`config.mk`:
```
export PLATFORM = sky130hd
export DESIGN_NAME = fp_divsqrt_flat
export DESIGN_NICKNAME = d
export VERILOG_FILES = /design/src/rtl/fp_pkg.sv /design/src/rtl/fp_divsqrt_if.sv /design/src/rtl/fp_classify.sv /design/src/rtl/fp_divsqrt.sv /design/src/flat_wrapper.sv
export SDC_FILE = /design/constraint.sdc
export NUM_CORES = 1
export LEC_CHECK = 0
export ABC_CLOCK_PERIOD_IN_PS = 5850
export CAP_MARGIN = 20
export CORE_UTILIZATION = 45
export DETAILED_ROUTE_END_ITERATION = 12
export GPL_ROUTABILITY_DRIVEN = 0
export PLACE_DENSITY_LB_ADDON = 0.12
export SYNTH_ARGS = -nofsm -noshare
export SYNTH_HDL_FRONTEND = slang
export SYNTH_SLANG_ARGS = --single-unit
```
`constraint.sdc`:
```
create_clock -name clk -period 5.85 [get_ports clk]
set_clock_uncertainty 0.2 [all_clocks]
set_input_delay 1.755 -clock clk [delete_from_list [all_inputs] [get_ports clk]]
set_output_delay 1.755 -clock clk [all_outputs]
set_load 0.02 [all_outputs]
```
`src/rtl/fp_pkg.sv`:
```
// Shared types and constants for the FP divide/sqrt unit.
// Latency: n/a (package).
// Backpressure: n/a (package).
package fp_pkg;

  typedef enum logic [1:0] {S_IDLE, S_PREP, S_ITER, S_ROUND} state_t;

  typedef enum logic [2:0] {CLS_ZERO, CLS_NORM, CLS_INF, CLS_QNAN, CLS_SNAN} cls_t;

  // fflags bit positions {NV,DZ,OF,UF,NX}
  localparam int FF_NV = 4;
  localparam int FF_DZ = 3;
  localparam int FF_OF = 2;
  localparam int FF_UF = 1;
  localparam int FF_NX = 0;

  localparam logic [31:0] CNAN32 = 32'h7fc0_0000;
  localparam logic [63:0] CNAN64 = 64'h7ff8_0000_0000_0000;

  function automatic int fw_of(input int w);
    return (w == 64) ? 52 : 23;
  endfunction

  function automatic int ew_of(input int w);
    return (w == 64) ? 11 : 8;
  endfunction

  function automatic int bias_of(input int w);
    return (1 << (ew_of(w) - 1)) - 1;
  endfunction

endpackage

```
`src/rtl/fp_divsqrt_if.sv`:
```
// Request/response bundle between the FP pipe and the divide/sqrt unit.
// Latency: n/a (wiring only).
// Backpressure: start is honoured only while ready=1; no queueing.
interface fp_divsqrt_if #(
  parameter int W            = 32,
  parameter int LG_ROB_WIDTH = 1,
  parameter int LG_PRF_WIDTH = 1
);
  logic                    start;
  logic                    is_sqrt;
  logic [W-1:0]            a;
  logic [W-1:0]            b;
  logic [LG_ROB_WIDTH-1:0] rob_ptr_in;
  logic [LG_PRF_WIDTH-1:0] dst_ptr_in;
  logic                    flush;
  logic                    ready;
  logic                    active;
  logic                    valid;
  logic [W-1:0]            y;
  logic [4:0]              fflags;
  logic [LG_ROB_WIDTH-1:0] rob_ptr_out;
  logic [LG_PRF_WIDTH-1:0] dst_ptr_out;

  modport master (
    output start, is_sqrt, a, b, rob_ptr_in, dst_ptr_in, flush,
    input  ready, active, valid, y, fflags, rob_ptr_out, dst_ptr_out
  );

  modport slave (
    input  start, is_sqrt, a, b, rob_ptr_in, dst_ptr_in, flush,
    output ready, active, valid, y, fflags, rob_ptr_out, dst_ptr_out
  );
endinterface

```
`src/rtl/fp_classify.sv`:
```
// Splits an IEEE operand into class, sign, biased exponent and hidden-bit mantissa (subnormals flushed to zero).
// Latency: combinational.
// Backpressure: none.
module fp_classify
  import fp_pkg::*;
#(
  parameter int W = 32
) (
  input  logic [W-1:0]         x,
  output cls_t                 cls,
  output logic                 sign,
  output logic [ew_of(W)-1:0]  expo,
  output logic [fw_of(W):0]    mant
);
  localparam int FW = fw_of(W);
  localparam int EW = ew_of(W);

  // decode fields; zero exponent (zero or subnormal) collapses to signed zero
  always_comb begin
    sign = x[W-1];
    expo = x[W-2:FW];
    mant = {1'b1, x[FW-1:0]};
    cls  = CLS_NORM;
    if (x[W-2:FW] == '0) begin
      cls  = CLS_ZERO;
      expo = '0;
      mant = '0;
    end else if (x[W-2:FW] == {EW{1'b1}}) begin
      if (x[FW-1:0] == '0)  cls = CLS_INF;
      else if (x[FW-1])     cls = CLS_QNAN;
      else                  cls = CLS_SNAN;
    end
  end
endmodule

```
`src/rtl/fp_divsqrt.sv`:
```
// IEEE binary32/64 divide and square root, RNE rounding, RISC-V fflags, shared radix-2 recurrence.
// Latency: FW+4 cycles accept-to-valid for normal operands, 2 cycles for special operands.
// Backpressure: one op at a time; start ignored while busy, flush aborts and suppresses valid.
module fp_divsqrt
  import fp_pkg::*;
#(
  parameter int W            = 32,
  parameter int LG_ROB_WIDTH = 1,
  parameter int LG_PRF_WIDTH = 1
) (
  input  logic        clk,
  input  logic        reset,
  fp_divsqrt_if.slave io
);
  localparam int FW   = fw_of(W);
  localparam int EW   = ew_of(W);
  localparam int Q    = FW + 2;        // integer bit + FW fraction bits + guard
  localparam int RW   = Q + 2;         // remainder width, covers both div and sqrt bounds
  localparam int XW   = EW + 2;        // signed exponent, cannot wrap
  localparam int CW   = $clog2(Q);
  localparam logic signed [XW-1:0] BIAS_X = XW'(bias_of(W));
  localparam logic signed [XW-1:0] EMAX_X = XW'((1 << EW) - 1);
  localparam logic [63:0]  CNAN_WIDE = (W == 64) ? CNAN64 : {32'd0, CNAN32};
  localparam logic [W-1:0] CNAN      = CNAN_WIDE[W-1:0];
  localparam logic [W-1:0] INF       = {1'b0, {EW{1'b1}}, {FW{1'b0}}};

  state_t                  state_q, state_d;
  logic [W-1:0]            a_q, a_d, b_q, b_d;
  logic                    sqrt_q, sqrt_d;
  logic [LG_ROB_WIDTH-1:0] rob_q, rob_d, rob_out_q, rob_out_d;
  logic [LG_PRF_WIDTH-1:0] dst_q, dst_d, dst_out_q, dst_out_d;
  logic [RW-1:0]           rem_q, rem_d;
  logic [Q-1:0]            quo_q, quo_d;
  logic [2*Q-1:0]          opnd_q, opnd_d;   // divisor (div) or radicand bit pairs (sqrt)
  logic [CW-1:0]           cnt_q, cnt_d;
  logic signed [XW-1:0]    exp_q, exp_d;
  logic                    sign_q, sign_d, spec_q, spec_d, valid_q, valid_d;
  logic [W-1:0]            spec_y_q, spec_y_d, y_q, y_d;
  logic [4:0]              spec_f_q, spec_f_d, fflags_q, fflags_d;

  cls_t          cls_a, cls_b;
  logic          sa, sb;
  logic [EW-1:0] ea, eb;
  logic [FW:0]   ma, mb;

  fp_classify #(.W(W)) u_cls_a (.x(a_q), .cls(cls_a), .sign(sa), .expo(ea), .mant(ma));
  fp_classify #(.W(W)) u_cls_b (.x(b_q), .cls(cls_b), .sign(sb), .expo(eb), .mant(mb));

  logic       spec_hit, a_nan, b_nan, any_snan, dsign;
  logic [W-1:0] spec_res;
  logic [4:0] spec_flg;

  // special-operand result, decided from the captured operands during PREP
  always_comb begin
    spec_hit = 1'b1;
    spec_res = CNAN;
    spec_flg = '0;
    a_nan    = (cls_a == CLS_QNAN) || (cls_a == CLS_SNAN);
    b_nan    = (cls_b == CLS_QNAN) || (cls_b == CLS_SNAN);
    any_snan = (cls_a == CLS_SNAN) || (cls_b == CLS_SNAN);
    dsign    = sa ^ sb;
    if (sqrt_q) begin
      if (a_nan)                   spec_flg[FF_NV] = (cls_a == CLS_SNAN);
      else if (cls_a == CLS_ZERO)  spec_res = {sa, {(W-1){1'b0}}};
      else if (sa)                 spec_flg[FF_NV] = 1'b1;
      else if (cls_a == CLS_INF)   spec_res = INF;
      else                         spec_hit = 1'b0;
    end else begin
      if (a_nan || b_nan) begin
        spec_flg[FF_NV] = any_snan;
      end else if ((cls_a == CLS_ZERO && cls_b == CLS_ZERO) ||
                   (cls_a == CLS_INF  && cls_b == CLS_INF)) begin
        spec_flg[FF_NV] = 1'b1;
      end else if (cls_a == CLS_INF) begin
        spec_res = {dsign, INF[W-2:0]};
      end else if (cls_b == CLS_ZERO) begin
        spec_res        = {dsign, INF[W-2:0]};
        spec_flg[FF_DZ] = 1'b1;
      end else if (cls_b == CLS_INF || cls_a == CLS_ZERO) begin
        spec_res = {dsign, {(W-1){1'b0}}};
      end else begin
        spec_hit = 1'b0;
      end
    end
  end

  logic signed [XW-1:0] ea_x, eb_x, eunb, ediv, esq;
  logic                 m_lt;
  logic [FW+1:0]        rad;

  // exponent and mantissa alignment so the recurrence result lands in [1,2)
  always_comb begin
    ea_x = $signed({2'b00, ea});
    eb_x = $signed({2'b00, eb});
    eunb = ea_x - BIAS_X;
    m_lt = ma < mb;
    ediv = ea_x - eb_x + BIAS_X - $signed({{(XW-1){1'b0}}, m_lt});
    esq  = (eunb >>> 1) + BIAS_X;
    rad  = eunb[0] ? {ma, 1'b0} : {1'b0, ma};
  end

  logic             d_ge, s_ge;
  logic [RW-1:0]    d_rem, s_nrem;
  logic [RW+1:0]    s_rem, s_trial;

  // one restoring step: divide subtracts the divisor, sqrt subtracts 4*root+1
  always_comb begin
    d_ge    = rem_q >= opnd_q[RW-1:0];
    d_rem   = (d_ge ? (rem_q - opnd_q[RW-1:0]) : rem_q) << 1;
    s_rem   = {rem_q, opnd_q[2*Q-1 -: 2]};
    s_trial = {2'b00, quo_q, 2'b01};
    s_ge    = s_rem >= s_trial;
    s_nrem  = s_ge ? RW'(s_rem - s_trial) : RW'(s_rem);
  end

  logic                 g, st, up, carry;
  logic [FW:0]          mant;
  logic [FW+1:0]        msum;
  logic [FW-1:0]        frac;
  logic signed [XW-1:0] er;
  logic [W-1:0]         rnd_y;
  logic [4:0]           rnd_f;

  // round to nearest even, then overflow / flush-to-zero range checks
  always_comb begin
    g     = quo_q[0];
    st    = |rem_q;
    mant  = quo_q[Q-1:1];
    up    = g & (st | mant[0]);
    msum  = {1'b0, mant} + {{(FW+1){1'b0}}, up};
    carry = msum[FW+1];
    frac  = carry ? msum[FW:1] : msum[FW-1:0];
    er    = exp_q + $signed({{(XW-1){1'b0}}, carry});
    rnd_f = '0;
    rnd_f[FF_NX] = g | st;
    rnd_y = {sign_q, er[EW-1:0], frac};
    if (er >= EMAX_X) begin
      rnd_y = {sign_q, INF[W-2:0]};
      rnd_f[FF_OF] = 1'b1;
      rnd_f[FF_NX] = 1'b1;
    end else if (er <= '0) begin
      rnd_y = {sign_q, {(W-1){1'b0}}};
      rnd_f[FF_UF] = 1'b1;
      rnd_f[FF_NX] = 1'b1;
    end
  end

  // control FSM: next state and all register next-values
  always_comb begin
    state_d   = state_q;   a_d      = a_q;      b_d      = b_q;
    sqrt_d    = sqrt_q;    rob_d    = rob_q;    dst_d    = dst_q;
    rem_d     = rem_q;     quo_d    = quo_q;    opnd_d   = opnd_q;
    cnt_d     = cnt_q;     exp_d    = exp_q;    sign_d   = sign_q;
    spec_d    = spec_q;    spec_y_d = spec_y_q; spec_f_d = spec_f_q;
    y_d       = y_q;       fflags_d = fflags_q; valid_d  = 1'b0;
    rob_out_d = rob_out_q; dst_out_d = dst_out_q;
    case (state_q)
      S_IDLE: if (io.start) begin
        a_d = io.a;  b_d = io.b;  sqrt_d = io.is_sqrt;
        rob_d = io.rob_ptr_in;  dst_d = io.dst_ptr_in;
        state_d = S_PREP;
      end
      S_PREP: begin
        spec_d   = spec_hit;
        spec_y_d = spec_res;
        spec_f_d = spec_flg;
        sign_d   = sqrt_q ? 1'b0 : dsign;
        exp_d    = sqrt_q ? esq : ediv;
        quo_d    = '0;
        cnt_d    = CW'(Q - 1);
        if (sqrt_q) begin
          rem_d  = '0;
          opnd_d = {rad, {(FW+2){1'b0}}};
        end else begin
          rem_d  = m_lt ? {2'b00, ma, 1'b0} : {3'b000, ma};
          opnd_d = {{(FW+3){1'b0}}, mb};
        end
        state_d = spec_hit ? S_ROUND : S_ITER;
      end
      S_ITER: begin
        rem_d  = sqrt_q ? s_nrem : d_rem;
        quo_d  = {quo_q[Q-2:0], sqrt_q ? s_ge : d_ge};
        opnd_d = sqrt_q ? (opnd_q << 2) : opnd_q;
        cnt_d  = cnt_q - CW'(1);
        if (cnt_q == '0) state_d = S_ROUND;
      end
      S_ROUND: begin
        valid_d   = 1'b1;
        y_d       = spec_q ? spec_y_q : rnd_y;
        fflags_d  = spec_q ? spec_f_q : rnd_f;
        rob_out_d = rob_q;
        dst_out_d = dst_q;
        state_d   = S_IDLE;
      end
      default: state_d = S_IDLE;
    endcase
    if (io.flush) begin
      state_d   = S_IDLE;
      valid_d   = 1'b0;
      y_d       = y_q;
      fflags_d  = fflags_q;
      rob_out_d = rob_out_q;
      dst_out_d = dst_out_q;
    end
  end

  // state and datapath registers, synchronous reset
  always_ff @(posedge clk) begin
    if (reset) begin
      state_q <= S_IDLE;  a_q <= '0;  b_q <= '0;  sqrt_q <= 1'b0;
      rob_q <= '0;  dst_q <= '0;  rem_q <= '0;  quo_q <= '0;  opnd_q <= '0;
      cnt_q <= '0;  exp_q <= '0;  sign_q <= 1'b0;  spec_q <= 1'b0;
      spec_y_q <= '0;  spec_f_q <= '0;  y_q <= '0;  fflags_q <= '0;
      valid_q <= 1'b0;  rob_out_q <= '0;  dst_out_q <= '0;
    end else begin
      state_q <= state_d;  a_q <= a_d;  b_q <= b_d;  sqrt_q <= sqrt_d;
      rob_q <= rob_d;  dst_q <= dst_d;  rem_q <= rem_d;  quo_q <= quo_d;  opnd_q <= opnd_d;
      cnt_q <= cnt_d;  exp_q <= exp_d;  sign_q <= sign_d;  spec_q <= spec_d;
      spec_y_q <= spec_y_d;  spec_f_q <= spec_f_d;  y_q <= y_d;  fflags_q <= fflags_d;
      valid_q <= valid_d;  rob_out_q <= rob_out_d;  dst_out_q <= dst_out_d;
    end
  end

  assign io.ready       = (state_q == S_IDLE);
  assign io.active      = (state_q != S_IDLE);
  assign io.valid       = valid_q;
  assign io.y           = y_q;
  assign io.fflags      = fflags_q;
  assign io.rob_ptr_out = rob_out_q;
  assign io.dst_ptr_out = dst_out_q;
endmodule

```
`src/flat_wrapper.sv`:
```
// flat-port wrapper written by rule: the top's interface ports become plain ports
module fp_divsqrt_flat import fp_pkg::*;
#(
  parameter int W            = 32,
  parameter int LG_ROB_WIDTH = 1,
  parameter int LG_PRF_WIDTH = 1
)
  (clk, reset, io_start, io_is_sqrt, io_a, io_b, io_rob_ptr_in, io_dst_ptr_in, io_flush, io_ready, io_active, io_valid, io_y, io_fflags, io_rob_ptr_out, io_dst_ptr_out);
  fp_divsqrt_if #(.W(W), .LG_ROB_WIDTH(LG_ROB_WIDTH), .LG_PRF_WIDTH(LG_PRF_WIDTH)) io_i ();
  input  logic clk;
  input  logic reset;
  input wire logic [$bits(io_i.start)-1:0] io_start;
  input wire logic [$bits(io_i.is_sqrt)-1:0] io_is_sqrt;
  input wire logic [$bits(io_i.a)-1:0] io_a;
  input wire logic [$bits(io_i.b)-1:0] io_b;
  input wire logic [$bits(io_i.rob_ptr_in)-1:0] io_rob_ptr_in;
  input wire logic [$bits(io_i.dst_ptr_in)-1:0] io_dst_ptr_in;
  input wire logic [$bits(io_i.flush)-1:0] io_flush;
  output wire logic [$bits(io_i.ready)-1:0] io_ready;
  output wire logic [$bits(io_i.active)-1:0] io_active;
  output wire logic [$bits(io_i.valid)-1:0] io_valid;
  output wire logic [$bits(io_i.y)-1:0] io_y;
  output wire logic [$bits(io_i.fflags)-1:0] io_fflags;
  output wire logic [$bits(io_i.rob_ptr_out)-1:0] io_rob_ptr_out;
  output wire logic [$bits(io_i.dst_ptr_out)-1:0] io_dst_ptr_out;
  assign io_i.start = io_start;
  assign io_i.is_sqrt = io_is_sqrt;
  assign io_i.a = io_a;
  assign io_i.b = io_b;
  assign io_i.rob_ptr_in = io_rob_ptr_in;
  assign io_i.dst_ptr_in = io_dst_ptr_in;
  assign io_i.flush = io_flush;
  assign io_ready = io_i.ready;
  assign io_active = io_i.active;
  assign io_valid = io_i.valid;
  assign io_y = io_i.y;
  assign io_fflags = io_i.fflags;
  assign io_rob_ptr_out = io_i.rob_ptr_out;
  assign io_dst_ptr_out = io_i.dst_ptr_out;
  fp_divsqrt #(.W(W), .LG_ROB_WIDTH(LG_ROB_WIDTH), .LG_PRF_WIDTH(LG_PRF_WIDTH)) u_core (.clk(clk), .reset(reset), .io(io_i));
endmodule
```
==> flow_summary.yaml <==
critical_path:
  r2r_slack_ns: 0.36
  endpoint_kind: "register"
  start_kind: "register"
  reg2regPathDepth: 24
  r2r-end: "u_core.exp_q[9]"
  worstSetupPathType: "register to register"
  cp_data_arrival_time_ns: 5.75
  r2r_start: "u_core.a_q[29]"
  cp_max_fo: 21
  worstPathRequired_ns: 6.11
die:
  core_mm2: 0.03378
  die_area_mm2: 0.03531
  initial_core_util_pct: 46.04
  die_h_um: 187.9
  ios: 113
  die_w_um: 187.9
  num_rows: 67
clock_network:
  htreeDepth: 1
  cts.root.buffer_cell: "clkbuf_16"
  cts_buffer_depth: 3
  tritoncts: "built"
  insertion_delay_ns: 0.54
  cts-buffers-inserted: 27
  clk_pin_slew_worst_paths_ns: 0.06
  cts_sinks: 233
  cts_setup_buffers: 0
synthesis:
  async_reset_ff_share_pct: 0
  synth.avg_cell_area_um2: 7.569
  syn_area_mm2: 0.01555
  yosysUniqueCellTypes: 69
  synth_fp_nets: 2235
  synth_cells: 2055
  synth-seq-cells: 233
  synth.area.top_cells: "dfxtp_1 30%, ha_1 8.5%, nand2_1 7.9%, a21oi_1 7.1%, xnor2_1 3.9%"
  synth_top_cell_by_area: "dfxtp_1"
  synth_edf_count: 0
  ys_warn_count: 0
  synth_top_area_share_pct: 29.99
  ys_seq_area_share_pct: 29.99
  yosys_most_used_dff: "dfxtp_1"
finish:
  n_antenna_cell: 0
  multiInputGateArea_mm2: 0.009957
  num-fill-cells: 3370
  drive_gt1_share_pct: 5.685
  area_growth_pct: 14.97
  utilization_pct: 52.93
  nets: 2271
  seq_area_mm2: 0.004664
worst_hold_path:
  min_from: "u_core.io.y[8]"
  holdPathEnd: "u_core.io.y[8]"
  whs_path_depth: 2
  holdCritPathClass: "register to register"
route:
  drc_errors: 0
  viasPerCell: 5.904
  drt_pass1_iterations: 5
  routed_wl_um: 47030
  vias: 15110
  drtIter0Drc: 1256
  antenna_left: 0
  wire_per_inst_um: 18.38
global_route:
  antenna_found_initial: 0
  grt_overflow: 0
  first_global_vias: 13830
  grt_use_met3_pct: 2.096
  met1_usage_pct: 37.33
  grt.total_usage_pct: 25.95
  grt_use_met2_pct: 40.85
  grt_pass1_wl_um: 75290
  grt_max_degree: 80
  grt-busiest-layer: "met2"
timing:
  worst_pin_slew_ns: 1.080
  hold_viol: 0
  period_share_pct: 93.90
  rsz0062_at_grt: "no"
  slew_headroom_pct: 27.91
  fin_tns_setup_ns: 0
  fmax_mhz: 182.0
  setup_viol: 0
  post-route-min-period_ns: 5.493
  maxSlewViolCount: 0
power_and_ir_drop:
  peakVddDrop_mv: 0.2327
  powerDensity_mw_per_mm2: 293.8
  leakagePower_nw: 6.954
run_status:
  status: "finished clean"
run:
  maxCapViolCount: 0
placement:
  dp_hpwl_um: 34980
  port_buffers: 112
[per-layer routing]
metal / part of all wire [%] / vias up
met5: 0 / -
met4: 3.4 / 0
met3: 5.3 / 90
met2: 44 / 500
met1: 48 / 7088
li1: - / 7430
[repair_timing]
action                                 CTS  global route
setup endpoints to repair                0             2
hold buffers                             0             0
endpoints found under the hold margin    0             0
gates resized for setup                  0             3
[worst max path at each step]
stage,cells past startpoint,from,to,slack (ns)
final,24,u_core.a_q[29],u_core.exp_q[9],0.36
after global routing,26,u_core.a_q[24],u_core.exp_q[9],0.04
after detailed placement,24,u_core.a_q[29],u_core.exp_q[9],0.26
after global placement,24,u_core.a_q[29],u_core.exp_q[9],0.55
after floorplan,30,u_core.a_q[23],u_core.exp_q[9],0.13
after CTS,24,u_core.a_q[29],u_core.exp_q[9],0.23
[worst max-delay path, stage by stage (launching register included)]
cell and delay [ns]:
dfxtp_1 0.38, or3_4 0.39, nor4_4 0.19, inv_1 0.14, buf_4 0.23, nand2_1 0.14
inv_1 0.06, ha_1 0.23, a2111oi_2 0.37, o21ai_0 0.16, a31o_2 0.25, a21oi_1 0.14
nor3_1 0.06, or4_1 0.50, ha_1 0.23, ha_1 0.19, inv_1 0.07, fa_1 0.20
inv_1 0.05, a21oi_1 0.17, o21bai_1 0.12, a21o_1 0.19, a21o_1 0.19, a2111o_1 0.40
a21oi_1 0.13
[synthesized netlist by cell type, types with 5 or more instances]
library cell / count
nand2b_1: 21
a22oi_1: 27
a31oi_1: 18
buf_1: 8
xnor2_1: 70
nand3_1: 62
inv_1: 114
dfxtp_1: 233
o211ai_1: 26
nor4_1: 31
o21ai_0: 68
or2_2: 6
nor3_1: 55
o21a_1: 10
ha_1: 106
a21oi_1: 222
or3_1: 7
mux2_2: 23
a211o_1: 6
and2_1: 18
nor2b_1: 15
and3_1: 14
a21o_1: 29
a2bb2oi_1: 5
nand2_1: 326
clkbuf_1: 123
nor2_1: 134
mux2i_1: 41
a221o_1: 16
a211oi_1: 54
nand4_1: 25
xor2_1: 17
o21bai_1: 10
a221oi_1: 34
o31ai_1: 7
[layout by cell type, fill, tap and decap left out, types with 29 or more instances in the layout]
| cell type | count |
|---|---|
| dfxtp_1 | 233 |
| nor3_1 | 53 |
| a21o_1 | 29 |
| xnor2_1 | 70 |
| a221oi_1 | 34 |
| nor4_1 | 30 |
| inv_1 | 114 |
| nand2_1 | 325 |
| nor2_1 | 134 |
| nand3_1 | 62 |
| mux2i_1 | 41 |
| a21oi_1 | 222 |
| buf_4 | 30 |
| ha_1 | 106 |
| o21ai_0 | 68 |
| a211oi_1 | 54 |
| clkdlybuf4s50_1 | 111 |
[kinds of logic (layout without fill, tap and decap cells)]
family,Yosys count,count (layout),share of synthesized area [%]
flip-flops,233,233,29.99
XOR/XNOR,87,87,4.899
multiplexers,65,65,4.400
buffers and inverters,251,307,6.226
adder cells (fa/ha/maj),109,109,8.913
AND/OR/NAND/NOR,730,730,21.25
AO/OA/AOI/OAI,580,580,24.33
[area by class of cell]
cell class              count  area share (%)
well taps                 448           3.135
clock buffers              42           4.597
flip-flops and latches    233           26.08
clock inverters             7          0.3988
multi-input cells        1571           55.68
repair buffers            144           7.711
inverters                 114           2.393
[flip-flops by register name, indices dropped and copies added, names as in the netlist]
name,cells
u_core.io.rob_ptr_out,1
u_core.spec_q,1
u_core.sign_q,1
u_core.io.dst_ptr_out,1
u_core.cnt_q,5
u_core.io.valid,1
u_core.sqrt_q,1
u_core.rob_q,1
u_core.a_q,32
u_core.io.fflags,5
u_core.rem_q,27
u_core.quo_q,25
u_core.exp_q,10
u_core.state_q,2
u_core.b_q,32
u_core.io.y,32
u_core.spec_f_q,2
u_core.dst_q,1
u_core.spec_y_q,3
u_core.opnd_q,50
[where the power goes]
group / internal [mW] / switching [mW] / total [mW] / leakage, nW
sequential: 1.66 / 0.0949 / 1.76 / 1.90
combinational: 0.768 / 1.03 / 1.79 / 4.63
clock: 1.00 / 0.699 / 1.70 / 0.431
[metrics by stage]
stage	cell area [um2]	setup WS, ns	total power [mW]	cells	hold WS [ns]
2_1_floorplan	15550	0.1299	3.112	2055	0.2321
3_3_place_gp	16960	0.5529	3.535	2509	0.2386
3_5_place_dp	16960	0.2574	3.547	2509	0.2458
4_1_cts	17860	0.2329	5.255	2558	0.2526
5_1_grt	17880	0.04227	5.527	2559	0.2709
6_report	17880	0.3570	5.253	2559	0.2494
No activity file was read; power rests on OpenSTA's default activity.
